`src/rtl/psdsqrt_param.sv`:
```
// psdsqrt_param: sequential integer square root, one root bit per clock, with remainder and optional rounding
module psdsqrt_param #(
  parameter int NBITS_IN = 32
) (
  input  logic                  clock_i,
  input  logic                  reset_i,
  input  logic                  start_i,
  input  logic                  abort_i,
  input  logic                  round_en_i,
  input  logic [NBITS_IN-1:0]   xin_i,
  output logic                  busy_o,
  output logic                  done_o,
  output logic [NBITS_IN/2-1:0] sqrt_o,
  output logic [NBITS_IN/2:0]   rem_o,
  output logic                  sat_o
);
  localparam int N  = NBITS_IN / 2;
  localparam int CW = $clog2(N) + 1;
  typedef enum logic [1:0] {IDLE, CALC, FIN} state_t;
  state_t                state_q, state_d;
  logic [CW-1:0]         cnt_q, cnt_d;
  logic [NBITS_IN-1:0]   x_q, x_d;
  logic [N:0]            acc_q, acc_d;
  logic [N-1:0]          root_q, root_d;
  logic                  rnd_q, rnd_d;
  logic                  done_q, done_d;
  logic [N-1:0]          sqrt_q, sqrt_d;
  logic [N:0]            rem_q, rem_d;
  logic                  sat_q, sat_d;
  logic [N+1:0]          acc_sh, trial;
  logic [N:0]            diff;
  logic                  ge, up, ovf;
  // One shift-subtract step: bring in the next operand bit pair and try (4r+1).
  // The remainder before shifting never exceeds 2r < 2^N, so its low N bits suffice;
  // when the trial succeeds the new remainder fits N+1 bits, so a narrow subtract is exact.
  always_comb begin
    acc_sh = {acc_q[N-1:0], x_q[NBITS_IN-1:NBITS_IN-2]};
    trial  = {root_q, 2'b01};
    ge     = acc_sh >= trial;
    diff   = acc_sh[N:0] - trial[N:0];
    up     = rnd_q && ({1'b0, root_q} < acc_q);
    ovf    = up && (&root_q);
  end
  // Next-state and datapath control; abort only matters once an operation is running.
  always_comb begin
    state_d = state_q;
    cnt_d   = cnt_q;
    x_d     = x_q;
    acc_d   = acc_q;
    root_d  = root_q;
    rnd_d   = rnd_q;
    done_d  = 1'b0;
    sqrt_d  = sqrt_q;
    rem_d   = rem_q;
    sat_d   = sat_q;
    case (state_q)
      IDLE: if (start_i) begin
        state_d = CALC;
        x_d     = xin_i;
        rnd_d   = round_en_i;
        acc_d   = '0;
        root_d  = '0;
        cnt_d   = CW'(N - 1);
      end
      CALC: if (abort_i) state_d = IDLE;
      else begin
        x_d     = {x_q[NBITS_IN-3:0], 2'b00};
        acc_d   = ge ? diff : acc_sh[N:0];
        root_d  = {root_q[N-2:0], ge};
        cnt_d   = cnt_q - CW'(1);
        state_d = (cnt_q == '0) ? FIN : CALC;
      end
      FIN: begin
        state_d = IDLE;
        if (!abort_i) begin
          done_d = 1'b1;
          sqrt_d = ovf ? root_q : root_q + {{(N-1){1'b0}}, up};
          rem_d  = acc_q;
          sat_d  = ovf;
        end
      end
      default: state_d = IDLE;
    endcase
  end
  // State and result registers with synchronous active-low reset.
  always_ff @(posedge clock_i) begin
    if (!reset_i) begin
      state_q <= IDLE;
      cnt_q   <= '0;
      x_q     <= '0;
      acc_q   <= '0;
      root_q  <= '0;
      rnd_q   <= 1'b0;
      done_q  <= 1'b0;
      sqrt_q  <= '0;
      rem_q   <= '0;
      sat_q   <= 1'b0;
    end else begin
      state_q <= state_d;
      cnt_q   <= cnt_d;
      x_q     <= x_d;
      acc_q   <= acc_d;
      root_q  <= root_d;
      rnd_q   <= rnd_d;
      done_q  <= done_d;
      sqrt_q  <= sqrt_d;
      rem_q   <= rem_d;
      sat_q   <= sat_d;
    end
  end
  assign busy_o = state_q != IDLE;
  assign done_o = done_q;
  assign sqrt_o = sqrt_q;
  assign rem_o  = rem_q;
  assign sat_o  = sat_q;
endmodule

```
`config.mk`:
```
export PLATFORM = sky130hd
export DESIGN_NAME = psdsqrt_param
export DESIGN_NICKNAME = d
export VERILOG_FILES = /design/src/rtl/psdsqrt_param.sv
export SDC_FILE = /design/constraint.sdc
export NUM_CORES = 1
export LEC_CHECK = 0
export CAP_MARGIN = 20
export CELL_PAD_IN_SITES_DETAIL_PLACEMENT = 2
export CELL_PAD_IN_SITES_GLOBAL_PLACEMENT = 2
export CORE_MARGIN = 2
export CORE_UTILIZATION = 35
export CTS_CLUSTER_DIAMETER = 200
export CTS_CLUSTER_SIZE = 14
export DETAILED_ROUTE_END_ITERATION = 16
export GPL_TIMING_DRIVEN = 0
export PLACE_DENSITY_LB_ADDON = 0.3
export SLEW_MARGIN = 20
export SYNTH_ARGS = -nofsm -noshare
export SYNTH_HDL_FRONTEND = slang
export SYNTH_SLANG_ARGS = --single-unit
```
`constraint.sdc`:
```
create_clock -name clock_i -period 7.94 [get_ports clock_i]
set_clock_uncertainty 0.05 [all_clocks]
set_input_delay 1.588 -clock clock_i [delete_from_list [all_inputs] [get_ports clock_i]]
set_output_delay 1.588 -clock clock_i [all_outputs]
set_load 0.02 [all_outputs]
```
# Yosys cells after proc, flatten, opt, wreduce, memory -nomap -nowiden
# Cells that the tools add are included.
# word_totals
ff_bits,108
latchBits,0
mem_bits_rw,0
rom_bits,0
output_inout_bits,36
mem_count,0
# op_classes
addsub,3
multipliers,0
div_mod_pow,0
order_cmp,2
n_eq_ne,4
shifts,0
mux,19
bitwise,1
reduce_logical,11
# ops
cell,count
$mux 32,2
$pmux 32 s2,1
$mux 17,3
$mux 16,3
$pmux 17 s2,1
$pmux 16 s2,1
$ge 18x18->1,1
$lt 16x17->1,1
$sub 17x17->17,1
$add 16x1->16,1
$reduce_and 16->1,1
$mux 5,2
$pmux 5 s2,1
$mux 2,3
$reduce_and 2->1,3
$logic_not 5->1,1
$sub 5x1->5 const B,1
$ne 2x2->1 const B,2
$pmux 2 s2,1
$reduce_bool 2->1,2
$reduce_and 3->1,1
$eq 2x1->1 const B,1
$eq 2x2->1 const B,1
$logic_and 1x1->1,2
other kinds (3),3

# Depth between registers and ports, before layout
# Gate-level depths: netlist (run 1).
# logic_depth
word_depth,4
mapped_depth,14
ltp_nobuf,13

# Least setup slack after synthesis (run 1)
# No wires, ideal clock.
# synth_timing
path_kind,register to register
startpoint,register acc_q[13]
endpoint,"register sqrt_q[5], in the netlist sqrt_o[5]"
setup_time_ps,88
arrival_ps,3171
setup_slack_ps,4631
stages_incl_launch_ff,13
path_buffers,0
period_less_slack_ps,3309
path_cell_list,dfxtp_1 inv_1 ha_1 and3_1 a221oi_1 o21ai_0 a21oi_1 o21a_1 ha_1 inv_1 or4_1 or3_2 a311oi_2
# synth_between
elab_chain_len,4
word_cells_on_any_way,5
cone_classes,1 x add/sub; 1 x order compare; 1 x mux; 2 x reduce/logical
# synth_lines
item,line,source
"start, declared",23,"logic [N:0] acc_q, acc_d;"
"start signal, assigned",91,acc_q <= '0;
"start signal, assigned",102,acc_q <= acc_d;
$lt 16x17->1 *,41,"up = rnd_q && ({1'b0, root_q} < acc_q);"
$logic_and 1x1->1 *,41,
$add 16x1->16 / $logic_and 1x1->1 (equally long branches),"77, 42",
$mux 16 *,77,"sqrt_d = ovf ? root_q : root_q + {{(N-1){1'b0}}, up};"
"end signal, assigned",106,sqrt_q <= sqrt_d;
"end, declared",27,"logic [N-1:0] sqrt_q, sqrt_d;"
# Mark *: on every way between the ends. The rest lies on a longest branch, timed or not.
# A chain may end at the register's enable or synchronous reset.

# Worst setup path in the final report (run 1)
# Same ends and word-level chain as after synthesis.

==> results.py, run 1 <==
metrics = {
    "critical_path": {
        "startpoint_type": "flip-flop",
        "crit_path_end_kind": "flip-flop",
        "critPathMaxFanout": 5,
        "crit_required_ps": 8160,
        "crit_type": "flip-flop to flip-flop",
        "cp_data_arrival_time_ps": 4060,
    },
    "final_layout": {
        "drive_gt1_share_pct": 4.63,
        "final_util_pct": 43.4,
        "nNetsFinal": 890,
        "final_common_cell": "nand2_1",
        "area_growth_pct": 22.8,
        "post-route-cell-area_sq_um": 7130,
        "antenna_cells": 0,
        "layout_common_cells": "nand2_1 (140), dfxtp_1 (108), clkdlybuf4s50_1 (72)",
    },
    "routing": {
        "wl_met3_microns": 517,
        "wl_per_cell_microns": 20.2,
        "drt-vias-per-instance": 5.48,
        "wl_met2_mm": 11.1,
        "vias": 5699,
        "drt-met1-wl_mm": 9.04,
        "antenna_left": 0,
        "drt-initial-drc-count": 232,
        "drt_wl_total_mm": 21.0,
        "highest_layer": "met4",
        "drc": 0,
        "first_pass_iters": 4,
    },
    "synth": {
        "yosys-top-cells-area": "dfxtp_1 (37%), nand2_1 (9.1%), ha_1 (8.2%), a21oi_1 (5.7%), a311oi_1 (4.5%)",
        "synth_area_leader_cell": "dfxtp_1",
        "ys.flop_type": "dfxtp_1",
        "synth_edf_count": 0,
        "syn_avg_cell_area_sq_um": 7.93,
        "syn-num-nets": 807,
        "postSynthCellCount": 732,
        "syn-cell-area_sq_um": 5800,
        "ys_seq_elements": 108,
        "synth-seq-area-share_pct": 37.2,
        "ys.warnings.count": 0,
        "synthArstFlopShare_pct": 0,
        "synth_top_area_share_pct": 37.2,
        "synth_cell_types": 56,
    },
    "cts": {
        "ctsHtreeMaxLevel": 3,
        "cts_tree": "done",
        "postCtsSetupRepairBufs": 0,
        "clk_path_buf_depth": 2,
        "clk_pin_slew_ps": 80,
        "holdBufCountCts": 0,
        "clkLatencyLatePin_ps": 370,
        "clock-sinks": 108,
        "cts_resized": 0,
        "root_buffer": "clkbuf_16",
        "numCtsBuffers": 9,
    },
    "die": {
        "core_area_sq_um": 16400,
        "ios": 73,
        "fp.dieH_microns": 133,
        "die_x_microns": 133,
        "dieArea_sq_um": 17600,
        "rows": 47,
        "start_util_pct": 35.4,
    },
    "run_status": {
        "status": "finished clean",
    },
    "power": {
        "power_density_nw_per_um2": 238,
        "ir_worst_vdd_mv": 0.113,
        "p_leak_nw": 2.59,
        "total_power_mw": 1.70,
    },
    "sta": {
        "relSlewSlack_pct": 34.4,
        "fin_tns_setup_ps": 0,
        "setup_ws_ps": 4100,
        "period_minus_slack_ps": 3840,
        "fmaxAchievable_ghz": 0.261,
        "rsz0062_at_grt": "no",
        "drv_slew": 0,
        "hold_viol": 0,
        "worst_slew_pin_slew_ps": 981,
        "finalCritPeriodShare_pct": 48.3,
        "setup_viol": 0,
    },
    "grt": {
        "grt_usage_pct": 24.2,
        "grt_pass1_wl_mm": 33.7,
        "overflow": 0,
        "grt_pass1_vias": 6241,
        "antenna_found_initial": 0,
        "grt_max_degree": 20,
    },
    "place": {
        "io_buffers": 72,
        "place_worst_setup_slack_ps": 3620,
        "hpwl_mm": 15.7,
        "post_dp_cell_area_sq_um": 6800,
        "place.gp.congestion": 0.832,
    },
    "flow_run": {
        "maxCapViolCount": 0,
    },
    "min_path": {
        "hold_class": "flip-flop to flip-flop",
    },
}
==> synthesized netlist by cell type (3+ instances only) <==
cell type,number
nand2_1,140
dfxtp_1,108
a21oi_1,66
nor2_1,52
inv_1,41
ha_1,38
clkbuf_1,33
o21ai_0,32
a311oi_1,30
xnor2_1,20
nand3_1,19
o21ai_1,16
nor3_1,13
mux2i_1,10
nor4_1,10
a21o_1,9
xor2_1,8
a32oi_1,5
and3_1,5
buf_1,5
buf_2,5
nand4_1,5
nor2b_1,5
a211oi_1,4
and2_1,4
o21a_1,4
a221oi_1,3
a31oi_1,3
buf_4,3
nand2b_1,3
or3_1,3
==> worst max-delay path, cell delays in order, from the launching register on <==
cell	delay (ps)
dfxtp_1	440
inv_1	80
ha_1	390
and3_1	240
a221oi_1	370
o21ai_0	260
a21oi_1	180
o21a_1	170
ha_1	180
inv_1	50
or4_1	580
or3_2	470
a311oi_2	290
==> state kept, by name, indices dropped and copies added, names as in the netlist <==
signal	flops
state_q	2
rem_o	17
root_q	16
cnt_q	5
acc_q	17
rnd_q	1
sqrt_o	16
done_o	1
x_q	32
sat_o	1
==> stage by stage <==
step           cells  hold slack, ps
3_3_place_gp    1024             391
3_5_place_dp    1024             401
4_1_cts         1040             412
2_1_floorplan    732             405
5_1_grt         1040             435
6_report        1040             407
==> final cells by class <==
type,instances,area (sq um)
fillers,1868,9280
plain buffers,47,201
inverters,41,154
multi-input cells,536,3290
clock buffers,10,239
well taps,220,275
repair buffers,72,721
flip-flops and latches,108,2160
clock inverters,6,83.8
==> routing by layer <==
metal	GRT usage, %	vias up
met5	0	-
met3	2.53	20
met4	7.41	0
li1	-	2713
met1	28.8	2880
met2	45.7	86
==> kinds of logic after synthesis <==
logic type | share of synthesized area, %
buffers and inverters | 6.12
flip-flops | 37.2
AND/OR/NAND/NOR | 20.7
XOR/XNOR | 4.23
adder cells (fa/ha/maj) | 8.19
multiplexers | 1.92
AO/OA/AOI/OAI | 21.6
==> worst paths after layout <==
check / start / end / slack (ps) / cells after the start
setup / recovery: acc_q[13]$_SDFFE_PN0P_ / sqrt_o[5]$_SDFFE_PN0P_ / 4100 / 12
hold / removal: rem_o[7]$_SDFFE_PN0P_ / rem_o[7]$_SDFFE_PN0P_ / 410 / 2
setup reg to reg: acc_q[13]$_SDFFE_PN0P_ / sqrt_o[5]$_SDFFE_PN0P_ / 4100 / 12
hold reg to reg: rem_o[7]$_SDFFE_PN0P_ / rem_o[7]$_SDFFE_PN0P_ / 410 / 2
==> report_power, final <==
part,switching (mW),internal (mW)
Sequential,0.0343,0.575
Combinational,0.350,0.242
Clock,0.233,0.260
Note: power is estimated with default switching activity, not from simulation.
==> run 2: changes to the inputs <==
- CORE_UTILIZATION: 35 -> 30
- clock period: 7.94 -> 3.45 ns (I/O delays scaled with it)
==> run 2 against run 1 <==
  * Power increased by 130%
  * Cell area increased by 1.8%
  * Die area increased by 16%
  * Critical endpoint unchanged
  * Largest cell class unchanged
  * Via count decreased by 2.1%
==> results.py, run 2 (synthesized netlist as in run 1, its figures left out) <==
metrics = {
    "run_status": {
        "status": "finished clean",
    },
    "final_layout": {
        "post-route-cell-area_sq_um": 7250,
        "antenna_cells": 0,
        "drive_gt1_share_pct": 8.52,
        "final_common_cell": "nand2_1",
        "top_register": "x_q",
        "fillCellCount": 2156,
        "largest_reg_flops": 32,
        "layout.cells.non_filler": 1082,
        "multi_input_area_sq_um": 3340,
        "final-seq-area_sq_um": 2190,
        "area_growth_pct": 25.0,
        "layout_common_cells": "nand2_1 (139), dfxtp_1 (90), clkdlybuf4s50_1 (72)",
        "nNetsFinal": 892,
    },
    "power": {
        "power_density_nw_per_um2": 539,
        "p_leak_nw": 2.60,
        "p_seq_share_pct": 35.9,
        "intPower_mw": 2.50,
        "switchingPower_mw": 1.41,
        "p_comb_share_pct": 35.4,
        "ir_worst_vdd_mv": 0.320,
        "clkPwrFrac_pct": 28.7,
        "sw_frac_of_total_pct": 36.1,
    },
    "critical_path": {
        "crit_required_ps": 3680,
        "cp_data_arrival_time_ps": 3610,
        "crit_type": "flip-flop to flip-flop",
        "startpoint_type": "flip-flop",
        "crit_path_end_kind": "flip-flop",
        "critPathMaxFanout": 8,
    },
    "die": {
        "ios": 73,
        "dieArea_sq_um": 20500,
        "core_area_sq_um": 18800,
        "fp.dieH_microns": 143,
        "start_util_pct": 30.8,
        "rows": 50,
        "die_x_microns": 143,
    },
    "sta": {
        "period_minus_slack_ps": 3380,
        "setup_ws_ps": 66.3,
        "worst_slew_pin_slew_ps": 849,
        "finalCritPeriodShare_pct": 98.1,
        "rsz0062_at_grt": "yes",
        "fmaxAchievable_ghz": 0.296,
        "drv_slew": 0,
        "hold_viol": 0,
        "relSlewSlack_pct": 43.2,
        "setup_viol": 0,
    },
    "flow_run": {
        "maxCapViolCount": 0,
    },
    "routing": {
        "drt-vias-per-instance": 5.16,
        "drc": 0,
        "first_pass_iters": 4,
        "drt_wl_total_mm": 20.7,
        "vias": 5580,
        "antenna_left": 0,
        "wl_per_cell_microns": 19.2,
        "drt-initial-drc-count": 273,
    },
    "grt": {
        "grt_pass1_wl_mm": 33.4,
        "antenna_found_initial": 0,
        "grt_max_degree": 18,
        "grt_pass1_vias": 6144,
        "grt_usage_pct": 20.9,
        "overflow": 0,
    },
    "place": {
        "post_dp_cell_area_sq_um": 6850,
        "hpwl_mm": 15.7,
        "place_worst_setup_slack_ps": -368,
        "io_buffers": 72,
        "place.gp.congestion": 0.822,
        "dp_cells": 1064,
    },
    "cts": {
        "clkLatencyLatePin_ps": 360,
        "cts_tree": "done",
        "clk_path_buf_depth": 2,
        "clk_pin_slew_ps": 80,
        "root_buffer": "clkbuf_16",
        "numCtsBuffers": 9,
        "clock-sinks": 108,
        "ctsHtreeMaxLevel": 3,
    },
    "min_path": {
        "hold_class": "flip-flop to flip-flop",
    },
}
## run 2: repair_timing
| action | CTS | global route |
|---|---|---|
| hold buffers | 0 | 0 |
| gates cloned | 0 | 0 |
| gates resized for setup | 21 | 14 |
| setup buffers | 1 | 1 |
| endpoints found under the hold margin | 0 | 0 |
| pin swaps | 1 | 2 |
| setup endpoints to repair | 10 | 10 |
## run 2: worst paths after layout
path,start,to,slack [ps],cells past startpoint
max,acc_q[8]$_SDFFE_PN0P_,sqrt_o[5]$_SDFFE_PN0P_,70,13
min,rem_o[10]$_SDFFE_PN0P_,rem_o[10]$_SDFFE_PN0P_,410,2
max reg2reg,acc_q[8]$_SDFFE_PN0P_,sqrt_o[5]$_SDFFE_PN0P_,70,13
min reg2reg,rem_o[10]$_SDFFE_PN0P_,rem_o[10]$_SDFFE_PN0P_,410,2
## run 2: final cells by class
cell class / instances / area share [%]
multi-input cells: 536 / 46.0
flip-flops and latches: 108 / 30.2
repair buffers: 74 / 10.1
well taps: 260 / 4.48
clock buffers: 12 / 3.54
plain buffers: 47 / 2.79
inverters: 41 / 2.12
clock inverters: 4 / 0.759
## run 2: per-stage QoR
| stage | setup TNS [ps] | utilization [%] | hold WS, ps | total power, mW |
|---|---|---|---|---|
| finish | 0 | 38.5 | 406 | 3.91 |
| global route | -94.5 | 38.5 | 436 | 4.14 |
| CTS | 0 | 38.3 | 414 | 3.92 |
| detailed placement | -1260 | 36.4 | 403 | 2.78 |
| global placement | -840 | 36.4 | 393 | 2.73 |
| floorplan | 0 | - | 405 | 2.38 |
## run 2: layer usage
layer	share of wire [%]	vias up	GRT usage, %	wire length, microns
met2	52	85	38.9	10900
met1	43	2752	25.1	8900
met3	3.2	23	2.35	655
li1	-	2720	-	-
met5	0	-	0	0
met4	1.5	0	6.41	313
## run 2: power groups by stage
stage / logic, mW / registers [mW] / clock network [mW]
2_1_floorplan: 0.978 / 1.40 / 0
3_5_place_dp: 1.35 / 1.43 / 0
3_3_place_gp: 1.30 / 1.43 / 0
4_1_cts: 1.37 / 1.40 / 1.14
5_1_grt: 1.52 / 1.42 / 1.20
6_report: 1.39 / 1.40 / 1.12
## run 2: worst max-delay path: stages, from the launching register on
cell and delay (ps):
dfxtp_4 390, inv_1 50, ha_1 280, buf_4 170, and3_1 240, o2111ai_1 120
o211ai_2 180, a21oi_2 180, o21a_1 170, ha_2 200, inv_1 50, or4_4 520
or3_2 440, a311oi_2 260
==> RTL edit (flow settings as in run 1) <==
Encoding of `state_t`: now one-hot (3 bits for 3 states).
--- a/src/rtl/psdsqrt_param.sv
+++ b/src/rtl/psdsqrt_param.sv
@@ -18,3 +18,3 @@
   localparam int CW = $clog2(N) + 1;
-  typedef enum logic [1:0] {IDLE, CALC, FIN} state_t;
+  typedef enum logic [2:0] {IDLE = 3'b001, CALC = 3'b010, FIN = 3'b100} state_t;
   state_t                state_q, state_d;
Behaviour: same outputs for any inputs over 10 cycles, from zero or initial values and one cycle with reset_i low; not proved beyond that.
==> RTL edit against run 1 <==
Synthesized cell count fell by 5.1%; setup slack better by 0.017 ns; maximum frequency increased by 0.44%; routed wire length down 7.1%; final area fell by 2.0%; register-to-register slack gained 0.47 ns; sequential share of layout area is 0.91 points higher; area after synthesis fell by 1.4%; sequential cell count grew 1; count of clock-buffer cells in the layout increased by 2.
Power is not compared: it rests on default switching activity, and its combinational part moved more than twofold at a synthesized area within 25%.
==> RTL edit: results (changes against run 1) <==
status=finished clean (unchanged); Post-CTS Setup Inserts=0 (unchanged); peak supply drop=0.0953 mV; slowest cell on the critical path=nor2_1 (was or4_1); clock-pin slew on the worst setup and hold paths=roughly 0.070 ns; CTS Buffer Depth=2 (unchanged); via-per-instance ratio=5.49 (was 5.48); share of cells above drive strength 1=3.58% (was 4.63%); post_cts resized=0 (unchanged); first-pass GRT wire length=31600 µm (was 33700 µm); dpl hpwl=15100 µm (was 15700 µm); initial antenna violation count=0 (unchanged); worst-path fanout max=10 (was 5); final non-filler cell total=999 (was 1040); I/O Buffers=71 (was 72); Synth area leaders=dfxtp_1 38%, ha_1 8.3%, mux2i_1 5.4%, a21oi_1 5.0%, nand2_1 4.9% (was dfxtp_1 37%, nand2_1 9.1%, ha_1 8.2%, a21oi_1 5.7%, a311oi_1 4.5%); # placed instances=983 (was 1024); H-tree Lvls=3 (unchanged); mean post-synth cell area=8.23 µm² (was 7.93 µm²); largest net degree at the start of global routing=18 (was 20); Num CTS Buffers=9 (unchanged); CP delay by family, top=buffers and inverters (was simple AND/OR/NAND/NOR gates); Net count, final=853 (was 890); pre-CTS setup slack=3.81 ns (was 3.62 ns); drt total wl=19500 µm (was 21000 µm); top post-synthesis cells by count=109 x dfxtp_1, 75 x nand2_1, 74 x nor2_1, 57 x a21oi_1 (was 140 x nand2_1, 108 x dfxtp_1, 66 x a21oi_1, 52 x nor2_1, 41 x inv_1); # diodes=0 (unchanged); GP Congestion=0.880 (was 0.832); vias in the first global route=6028 (was 6241); CP max stage delay=0.56 ns (was 0.58 ns); Slew headroom=47.1% (was 34.4%); Synth async-reset ratio=0% (unchanged); internal power=853 µW; most flop-heavy register=x_q (unchanged); DRT Pass-1 Iters=4 (unchanged); Synth Flop Type=dfxtp_1 (unchanged); DRT iter0 DRCs=218 (was 232); Netlist cell types=56 (unchanged); HP Class=reg -> reg (unchanged); Max-Cap Viols=0 (unchanged); max reg flops=32 (unchanged); sequential area share after synthesis=38.1% (was 37.2%); Yosys warning count=0 (unchanged); GRT Total Usage=22.5% (was 24.2%); syn_nets=770 (was 807); fillers=1835 (was 1868)
==> RTL edit: changes by cell type after synthesis, moves of 15 or more <==
cell | run 1 | this run
nand2_1 | 140 | 75
a311oi_1 | 30 | 0
mux2i_1 | 10 | 31
a211oi_1 | 4 | 33
nor2_1 | 52 | 74
o21ai_1 | 16 | 1
a22oi_1 | 2 | 17
==> RTL edit: worst register-to-register path, stage by stage (launching register included) <==
cell	delay [ns]
dfxtp_1	0.49
inv_1	0.09
ha_1	0.42
and3_1	0.22
and2_1	0.16
a211oi_1	0.36
o21ai_1	0.16
nand2_1	0.14
ha_1	0.30
a21boi_0	0.50
nand4_1	0.20
a31oi_1	0.22
==> RTL edit: logic make-up after synthesis <==
family	share of synthesized area, %
muxes	5.42
xor gates and xnor gates	2.91
adders and majority gates	8.31
and+or+nand+nor	16.4
AOI/OAI and AO/OA	23.2
DFF	38.1
buffers and inverters	5.68
==> RTL edit: power groups by stage <==
stage               Combinational, µW  Sequential (µW)  Clock [µW]
CTS                               175              580         441
detailed placement                173              592           0
finish                            174              580         435
floorplan                         113              587           0
global route                      192              583         465
global placement                  163              590           0
==> RTL edit: per-layer routing <==
layer	share of wire (%)	track usage, %
met1	42	25.7
met2	53	43.0
met3	2.9	2.61
met4	1.8	7.73
met5	0	0
==> RTL edit: area by class of cell <==
cell class | count | area [µm²] | share of cell area (%)
timing repair buffer | 72 | 718 | 10.3
multi-input combinational | 501 | 3220 | 46.1
inverter | 43 | 161 | 2.31
tap | 216 | 270 | 3.87
clock inverter | 4 | 31.3 | 0.448
clock buffer | 12 | 236 | 3.39
sequential | 109 | 2180 | 31.2
buffer | 42 | 164 | 2.35
==> RTL edit: final timing paths <==
| check | slack (ns) | from | end | cells after the start |
|---|---|---|---|---|
| max | 4.12 | abort_i | acc_q[6] | 8 |
| min | 0.41 | rem_o[11] | rem_o[11] | 2 |
| max reg2reg | 4.57 | acc_q[7] | sqrt_o[7] | 11 |
| min reg2reg | 0.41 | rem_o[11] | rem_o[11] | 2 |
==> RTL edit: per-stage QoR <==
| stage | area [µm²] | utilization, % |
|---|---|---|
| 3_3_place_gp | 6700 | 42.0 |
| 3_5_place_dp | 6720 | 42.1 |
| 6_report | 6990 | 43.8 |
| 2_1_floorplan | 5720 | - |
| 5_1_grt | 6990 | 43.8 |
| 4_1_cts | 6990 | 43.8 |
